`config.mk`:
```
export PLATFORM = sky130hd
export DESIGN_NAME = program_loader_ctrl
export DESIGN_NICKNAME = d
export VERILOG_FILES = /design/src/rtl/program_loader_ctrl.sv
export SDC_FILE = /design/constraint.sdc
export NUM_CORES = 1
export LEC_CHECK = 0
export ABC_CLOCK_PERIOD_IN_PS = 2400
export CORE_AREA = 2 2 522 524
export CTS_BUF_LIST = sky130_fd_sc_hd__clkbuf_4
export DETAILED_ROUTE_END_ITERATION = 7
export DIE_AREA = 0 0 524 526
export SLEW_MARGIN = 0
export SYNTH_ARGS = -nofsm -noshare
export SYNTH_HDL_FRONTEND = slang
export SYNTH_SLANG_ARGS = --single-unit
```
`constraint.sdc`:
```
create_clock -name clk -period 2.4 [get_ports clk]
set_input_delay 0.36 -clock clk [delete_from_list [all_inputs] [get_ports clk]]
set_output_delay 0.36 -clock clk [all_outputs]
set_load 0.02 [all_outputs]
```
`src/rtl/program_loader_ctrl.sv`:
```
// program_loader_ctrl: copies a program image from host memory into the
// Briey core RAM, one 64-byte line at a time. Each line is one AXI read
// (single-beat burst) followed by one program-load write. The core is held
// in reset for the whole load. It is released only after the load enable
// has dropped.
module program_loader_ctrl #(
  parameter int          RAM_ADDR_WIDTH = 15,
  parameter int          LEN_WIDTH      = 16,
  parameter logic [11:0] AXI_ID         = 12'h000
) (
  input  logic                      clk,
  input  logic                      rst,
  input  logic                      start,
  input  logic [63:0]               host_base,
  input  logic [RAM_ADDR_WIDTH-1:0] ram_base,
  input  logic [LEN_WIDTH-1:0]      num_lines,
  output logic                      busy,
  output logic                      done,
  output logic                      error,
  output logic [LEN_WIDTH-1:0]      lines_done,
  output logic                      core_reset,
  output logic                      arvalid,
  input  logic                      arready,
  output logic [63:0]               araddr,
  output logic [11:0]               arid,
  output logic [9:0]                arlen,
  output logic [2:0]                arsize,
  input  logic                      rvalid,
  output logic                      rready,
  input  logic [511:0]              rdata,
  input  logic [1:0]                rresp,
  input  logic                      rlast,
  input  logic [11:0]               rid,
  output logic                      program_load_en,
  output logic                      program_load_aw_valid,
  input  logic                      program_load_aw_ready,
  output logic [RAM_ADDR_WIDTH-1:0] program_load_aw_payload_addr,
  output logic                      program_load_w_valid,
  input  logic                      program_load_w_ready,
  output logic [511:0]              program_load_w_payload_data,
  output logic [63:0]               program_load_w_payload_strb
);

  typedef enum logic [2:0] {IDLE, AR, R, WR, FIN} state_t;

  localparam logic [63:0]               HOST_LINE = 64'd64;
  localparam logic [RAM_ADDR_WIDTH-1:0] RAM_LINE  = RAM_ADDR_WIDTH'(64);

  state_t                    state_q, state_n;
  logic                      arvalid_q, arvalid_n;
  logic                      rready_q, rready_n;
  logic                      aw_valid_q, aw_valid_n;
  logic                      w_valid_q, w_valid_n;
  logic                      aw_done_q, aw_done_n;
  logic                      w_done_q, w_done_n;
  logic                      load_en_q, load_en_n;
  logic                      core_reset_q, core_reset_n;
  logic                      busy_q, busy_n;
  logic                      done_q, done_n;
  logic                      error_q, error_n;
  logic [LEN_WIDTH-1:0]      idx_q, idx_n;
  logic [LEN_WIDTH-1:0]      num_q, num_n;
  logic [63:0]               host_addr_q, host_addr_n;
  logic [RAM_ADDR_WIDTH-1:0] ram_addr_q, ram_addr_n;
  logic [511:0]              line_buf_q, line_buf_n;

  logic aw_hs, w_hs, aw_ok, w_ok;
  logic unused_inputs;

  // rid and rlast carry no information with a single outstanding single-beat read.
  assign unused_inputs = ^{rid, rlast};

  assign aw_hs = aw_valid_q & program_load_aw_ready;
  assign w_hs  = w_valid_q & program_load_w_ready;
  assign aw_ok = aw_done_q | aw_hs;
  assign w_ok  = w_done_q | w_hs;

  // State register and all registered outputs; reset parks the core in reset with the buses quiet.
  always_ff @(posedge clk) begin
    if (rst) begin
      state_q      <= IDLE;
      arvalid_q    <= 1'b0;
      rready_q     <= 1'b0;
      aw_valid_q   <= 1'b0;
      w_valid_q    <= 1'b0;
      aw_done_q    <= 1'b0;
      w_done_q     <= 1'b0;
      load_en_q    <= 1'b0;
      core_reset_q <= 1'b1;
      busy_q       <= 1'b0;
      done_q       <= 1'b0;
      error_q      <= 1'b0;
      idx_q        <= '0;
      num_q        <= '0;
      host_addr_q  <= '0;
      ram_addr_q   <= '0;
      line_buf_q   <= '0;
    end else begin
      state_q      <= state_n;
      arvalid_q    <= arvalid_n;
      rready_q     <= rready_n;
      aw_valid_q   <= aw_valid_n;
      w_valid_q    <= w_valid_n;
      aw_done_q    <= aw_done_n;
      w_done_q     <= w_done_n;
      load_en_q    <= load_en_n;
      core_reset_q <= core_reset_n;
      busy_q       <= busy_n;
      done_q       <= done_n;
      error_q      <= error_n;
      idx_q        <= idx_n;
      num_q        <= num_n;
      host_addr_q  <= host_addr_n;
      ram_addr_q   <= ram_addr_n;
      line_buf_q   <= line_buf_n;
    end
  end

  // Next-state and next-output logic; running host/RAM addresses advance by one line per completed write.
  always_comb begin
    state_n      = state_q;
    arvalid_n    = arvalid_q;
    rready_n     = rready_q;
    aw_valid_n   = aw_valid_q;
    w_valid_n    = w_valid_q;
    aw_done_n    = aw_done_q;
    w_done_n     = w_done_q;
    load_en_n    = load_en_q;
    core_reset_n = core_reset_q;
    busy_n       = busy_q;
    done_n       = 1'b0;
    error_n      = error_q;
    idx_n        = idx_q;
    num_n        = num_q;
    host_addr_n  = host_addr_q;
    ram_addr_n   = ram_addr_q;
    line_buf_n   = line_buf_q;

    unique case (state_q)
      IDLE: begin
        if (start) begin
          error_n      = 1'b0;
          idx_n        = '0;
          num_n        = num_lines;
          host_addr_n  = host_base;
          ram_addr_n   = ram_base;
          core_reset_n = 1'b1;
          busy_n       = 1'b1;
          if (num_lines != '0) begin
            load_en_n = 1'b1;
            arvalid_n = 1'b1;
            state_n   = AR;
          end else begin
            load_en_n = 1'b0;
            done_n    = 1'b1;
            state_n   = FIN;
          end
        end
      end

      AR: begin
        if (arready) begin
          arvalid_n = 1'b0;
          rready_n  = 1'b1;
          state_n   = R;
        end
      end

      R: begin
        if (rvalid) begin
          rready_n = 1'b0;
          if (rresp == 2'b00) begin
            line_buf_n = rdata;
            aw_valid_n = 1'b1;
            w_valid_n  = 1'b1;
            state_n    = WR;
          end else begin
            error_n   = 1'b1;
            load_en_n = 1'b0;
            busy_n    = 1'b0;
            state_n   = IDLE;
          end
        end
      end

      WR: begin
        if (aw_hs) begin
          aw_valid_n = 1'b0;
          aw_done_n  = 1'b1;
        end
        if (w_hs) begin
          w_valid_n = 1'b0;
          w_done_n  = 1'b1;
        end
        if (aw_ok && w_ok) begin
          aw_done_n   = 1'b0;
          w_done_n    = 1'b0;
          idx_n       = idx_q + LEN_WIDTH'(1);
          host_addr_n = host_addr_q + HOST_LINE;
          ram_addr_n  = ram_addr_q + RAM_LINE;
          if (idx_q + LEN_WIDTH'(1) == num_q) begin
            load_en_n = 1'b0;
            done_n    = 1'b1;
            state_n   = FIN;
          end else begin
            arvalid_n = 1'b1;
            state_n   = AR;
          end
        end
      end

      FIN: begin
        core_reset_n = 1'b0;
        busy_n       = 1'b0;
        state_n      = IDLE;
      end

      default: begin
        state_n = IDLE;
      end
    endcase
  end

  assign busy                         = busy_q;
  assign done                         = done_q;
  assign error                        = error_q;
  assign lines_done                   = idx_q;
  assign core_reset                   = core_reset_q;
  assign arvalid                      = arvalid_q;
  assign araddr                       = host_addr_q;
  assign arid                         = AXI_ID;
  assign arlen                        = 10'd0;
  assign arsize                       = 3'b110;
  assign rready                       = rready_q;
  assign program_load_en              = load_en_q;
  assign program_load_aw_valid        = aw_valid_q;
  assign program_load_aw_payload_addr = ram_addr_q;
  assign program_load_w_valid         = w_valid_q;
  assign program_load_w_payload_data  = line_buf_q;
  assign program_load_w_payload_strb  = {64{1'b1}};

endmodule

```
After elaboration in Yosys (flattened, before gate mapping)
Index checks and enable logic that the tools add are counted.
{"block": "totals", "elab_cells": 123, "register_bits": 637, "out_inout_bits": 705}
{"block": "op_classes", "add_sub_neg": 3, "bitwise_logic": 4, "n_eq_ne": 16, "reduce_logical": 28, "mux": 55}
{"operator": "64-bit 2-to-1 mux", "n": 2}
{"operator": "64-bit one-hot mux with 2 select lines", "n": 1}
{"operator": "64-bit by 7-bit adder with 64-bit output, second input constant", "n": 1}
{"operator": "16-bit 2-to-1 mux", "n": 2}
{"operator": "16-bit one-hot mux with 2 select lines", "n": 1}
{"operator": "15-bit 2-to-1 mux", "n": 2}
{"operator": "15-bit one-hot mux with 2 select lines", "n": 1}
{"operator": "1-bit 2-to-1 mux", "n": 29}
{"operator": "2-bit inequality test, second input constant", "n": 11}
{"operator": "4-bit AND reduction", "n": 5}
{"operator": "3-bit 2-to-1 mux", "n": 6}
{"operator": "16-bit by 1-bit adder with 16-bit output, second input constant", "n": 1}
{"operator": "16-bit == test", "n": 1}
{"operator": "16-bit nonzero test", "n": 1}
{"operator": "15-bit by 7-bit adder with 15-bit output, second input constant", "n": 1}
{"operator": "2-bit nonzero test", "n": 7}
{"operator": "1-bit one-hot mux with 2 select lines", "n": 6}
{"operator": "3-bit one-hot mux with 4 select lines", "n": 1}
{"operator": "6-bit AND reduction", "n": 2}
{"operator": "1-bit one-hot mux with 3 select lines", "n": 3}
{"operator": "3-bit AND reduction", "n": 3}
{"operator": "3-bit nonzero test", "n": 3}
{"operator": "2-bit AND reduction", "n": 4}
{"operator": "3-bit by 2-bit == test with 1-bit output, second input constant", "n": 2}
{"operator": "8 further kinds", "n": 10}

Depth between registers and ports, before layout
{"block": "depth", "word_depth": 5, "mapped_depth": 10, "mapped_depth_nobuf": 8}

Worst setup path after synthesis
OpenSTA, ideal clock, no wires.
{"block": "synth_timing", "kind": "register to register", "start": "register host_addr_q[6], in the netlist araddr[6]", "end": "register host_addr_q[62], in the netlist araddr[62]", "required_time_ps": 2312, "arrival_time_ps": 2302, "path_buffers": 0, "path_stages_with_launch": 9, "slack_ps": 10, "period_less_slack_ps": 2390, "path_cell_list": "dfxtp_1 > ha_1 > and3_2 > nand2_2 > or4_4 > nor4_4 > a21o_1 > a21oi_1 > nor4_2"}
{"block": "synth_between", "elab_chain_len": 3}
{"element": "start: declaration", "line_no": "63", "text": "logic [63:0] host_addr_q, host_addr_n;"}
{"element": "start signal: assignment", "line_no": "113", "text": "host_addr_q <= host_addr_n;"}
{"element": "64-bit by 7-bit adder with 64-bit output", "line_no": "199", "text": "host_addr_n = host_addr_q + HOST_LINE;"}
{"element": "64-bit 2-to-1 mux", "line_no": "195", "text": "if (aw_ok && w_ok) begin"}
{"element": "64-bit one-hot mux with 2 select lines", "line_no": "139", "text": "unique case (state_q)"}
No other way between the ends. The select of a mux whose other input is x is not followed.
A chain may end at the register's enable or synchronous reset.

Final worst setup path
{"block": "layout_timing", "start": "register idx_q[1], in the netlist lines_done[1]", "end": "register load_en_q, in the netlist program_load_en"}
{"block": "layout_between", "elab_chain_len": 4}
{"element": "start: declaration", "line_no": "61", "text": "logic [LEN_WIDTH-1:0] idx_q, idx_n;"}
{"element": "start signal: assignment", "line_no": "111", "text": "idx_q <= idx_n;"}
{"element": "16-bit by 1-bit adder with 16-bit output", "line_no": "201", "text": "if (idx_q + LEN_WIDTH'(1) == num_q) begin"}
{"element": "16-bit == test", "line_no": "201"}
{"element": "2-bit inequality test (no source line)"}
{"element": "6-bit AND reduction (no source line)"}
{"element": "end signal: assignment", "line_no": "106", "text": "load_en_q <= load_en_n;"}
{"element": "end: declaration", "line_no": "56", "text": "logic load_en_q, load_en_n;"}
No other way between the ends.

==> reports/qor.txt <==
CELLS AND AREA
------------------------------------------------------------------------------
Net count, final                                                          5939
Post-synthesis to final-layout area growth                              100.3%
Non-filler cells, final                                                   9123
Layout cells sized above 1                                              0.2036
Filler instances                                                         30280
Layout Utilization                                                      0.1867

TIMING
------------------------------------------------------------------------------
Worst-case headroom to the max-slew limit                               0.3845
Final max-slew violation count                                               0
Clock skew after layout                                               141.2 ps
Fmax                                                                0.4351 GHz
Setup-failing EPs final                                                      0
Share of the clock period used by the worst path                        0.9577
Hold violation count in the final report                                     0
Measured slew at the worst slew-check pin                             923.3 ps
Min Tclk post-route                                                    2298 ps

MIN PATH
------------------------------------------------------------------------------
Worst hold path class                                                in -> reg
Hold-critical path depth                                                     5
Hold EP                                                             araddr[22]
Start point of the worst hold path                                host_base[22]

CTS
------------------------------------------------------------------------------
Total clock buffers created by CTS                                         197
Max Root-Sink Buffers                                                        4
Clock tree from TritonCTS                                                built
Clock latency reported for the late side of the worst-skew pair        1230 ps
H-tree level count                                                           4
Clock Pin Slew Worst Setup and Hold Paths                                60 ps
Buffer type at the clock tree root                                    clkbuf_4
Clock sink total                                                           637

ROUTING
------------------------------------------------------------------------------
DRC errors left                                                              0
Initial DRC Count                                                         1928
Mean routed wirelength per cell                                       23.29 µm
Via count                                                                32400
Vias per std cell                                                        3.551
Number of nets still failing antenna checks after routing                    0
Routed wire length                                                   212500 µm
Detailed Routing Iterations Pass 1                                           6

WORST SETUP PATH
------------------------------------------------------------------------------
Beginning of the worst register-to-register path                  lines_done[1]
Data required, critical path                                           3480 ps
Classification of the worst setup path                              reg -> reg
Number of cells on the worst reg-to-reg path                                 8
Critical Path Sink Type                                              flip-flop
Worst reg-to-reg setup slack                                            100 ps
Arrival time at the worst endpoint                                     3380 ps
Setup crit start kind                                                flip-flop
Endpoint of the worst register-to-register path                   program_load_en
Largest fanout of any net on the critical path                               7

LOGIC SYNTHESIS
------------------------------------------------------------------------------
#FFs+latches synth                                                         637
Yosys top cell by area                                                 dfxtp_1
Sequential-to-total area share from yosys stat                          0.5070
Number of synthesized flops with an enable pin                               0
Post-Synthesis Cells                                                      3293
Synth area leaders                                                dfxtp_1 (51%), nand2_1 (18%), a21oi_1 (13%), clkbuf_1 (2.8%), buf_4 (2.7%)
Commonest cells in the synthesized netlist                        nand2_1 (1187), dfxtp_1 (637), a21oi_1 (630), clkbuf_1 (188)
Share of the synthesized area in the top cell type                      0.5070
Top FF cell, synth                                                     dfxtp_1
Ys async rst share                                                           0
Syn Area/Cell                                                        7.639 µm²
Combined area of all synthesized cells                               25150 µm²
Leading cell type by number of instances after synthesis               nand2_1
Number of warnings printed during yosys synthesis                            0
Number of distinct library cells after synthesis                            69

FLOORPLANNING
------------------------------------------------------------------------------
Area of the die                                                     275600 µm²
Die boundary width                                                      524 µm
Area inside the core boundary                                       269800 µm²
Initial core utilization                                               0.09323
Height of the chip                                                      526 µm
Top Ports                                                                 1334
FP Rows                                                                    191

FLOW RUN
------------------------------------------------------------------------------
MaxCap Viol Count                                                            0

PWR
------------------------------------------------------------------------------
LEAKAGE                                                               18.98 nW
Power per cell area                                               555.4 nW/µm²
IR Drop Worst-Case VDD                                             0.0003576 V

GRT
------------------------------------------------------------------------------
Antenna violations before repair                                           243
First-pass GRT wire length                                           275400 µm
Sum of overflow across all layers after global routing                       0
Vias in the first global route                                           31590
All-Layer GR Usage                                                      0.1474
Maximum number of pins on one net before global-route repair               134

PLACEMENT
------------------------------------------------------------------------------
Final GP Congestion                                                     0.8901
Final HPWL from detailed placement                                   174600 µm
Placed instance count                                                     8035
Total of buffers placed on input and output ports                         1231

STATUS
------------------------------------------------------------------------------
Run status                                                        finished, final reports clean

-- worst max path at each step --
stage | start | end | slack (ps) | cells past startpoint
after global placement | rvalid | program_load_w_payload_data[62] | 10 | 7
final | lines_done[1] | program_load_en | 100 | 8
after detailed placement | program_load_w_ready | araddr[18] | 10 | 11
after CTS | lines_done[0] | lines_done[0] | -60 | 2
after global routing | araddr[27] | araddr[55] | -0.5 | 11
after floorplan | araddr[6] | araddr[62] | 10 | 8
-- registers in the layout (all words and copies together) (netlist names) --
name	cells
aw_done_q	1
error	1
done	1
araddr	64
program_load_w_payload_data	512
state_q	3
core_reset	1
busy	1
lines_done	16
program_load_aw_valid	1
rready	1
w_done_q	1
num_q	16
arvalid	1
program_load_aw_payload_addr	15
program_load_w_valid	1
program_load_en	1
-- worst max-delay path, cell delays in order (launching register included) --
cell and delay, ps:
dfxtp_4 360, ha_1 190, nand3_2 220, nor4_4 430, xor2_1 170, o21ai_0 80, o21a_1 170, and3_1 210
o41ai_1 310
-- final cells by class --
cell class                      count  area, µm²  share of cell area
Timing Repair Buffer             2064      19260              0.3823
Sequential cell                   637      12870              0.2555
Multi-Input combinational cell   2399      11160              0.2215
Tap cell                         3570       4467             0.08867
Clock buffer                      270       2027             0.04024
Antenna cell                      126      315.3            0.006259
Clock inverter                     49      250.2            0.004968
Inverter                            8      30.03           0.0005961
-- through the flow --
stage	worst slack [ps]	TNS, ps	total power [W]	area, µm²	hold WS, ps
final	101.6	0	0.02798	50370	218.5
after global routing	-0.5138	-0.5138	0.02942	50220	141.5
after CTS	-58.88	-206.8	0.02855	49950	0.5906
after detailed placement	11.29	0	0.01640	42510	445.5
after global placement	12.54	0	0.01640	42510	441.0
after floorplan	10.21	0	0.01354	25480	448.1
-- layer usage --
layer | vias to the layer above | GRT usage | routed length, µm
met3 | 558 | 0.08631 | 28270
met2 | 1682 | 0.2191 | 88220
met1 | 14910 | 0.1685 | 84240
met4 | 166 | 0.06605 | 10720
met5 | - | 0 | 1003
li1 | 15090 | - | -
-- logic make-up after synthesis --
kind of cell / share of synthesized area
DFF: 0.5070
AOI/OAI and AO/OA: 0.1755
xor gates and xnor gates: 0.008356
other: 0.0002986
and+or+nand+nor: 0.2390
adders and majority gates: 0.001492
muxes: 0.001194
buffers and inverters: 0.06725
-- layout by cell type, fill, tap and decap left out, drive strengths merged, types with 23 or more instances in the layout --
cell              n
dlygate4sd3     632
o21ai            79
clkdlybuf4s15   127
and3             27
clkinv           40
conb             89
dfxtp           637
clkbuf          270
nor2             90
diode           126
nand3            31
buf             603
nor3             32
dlygate4sd2      87
nor4             23
clkdlybuf4s50   614
a21oi           630
nand2          1189
-- power by group --
| group | total, W | internal, W | switching (W) |
|---|---|---|---|
| registers | 0.0113 | 0.0110 | 0.000342 |
| clock network | 0.0108 | 0.00524 | 0.00554 |
| logic | 0.00588 | 0.00282 | 0.00306 |
| total | 0.0280 | 0.0190 | 0.00894 |
-- timing repair --
item | in CTS | in global routing
endpoints found under the setup margin | 615 | 34
pin swaps | 0 | 3
hold endpoints to repair | 636 | 0
setup buffers | 18 | 2
hold buffers | 632 | 0
gates resized for setup | 2586 | 26
Note: power is estimated with default switching activity, not from simulation.
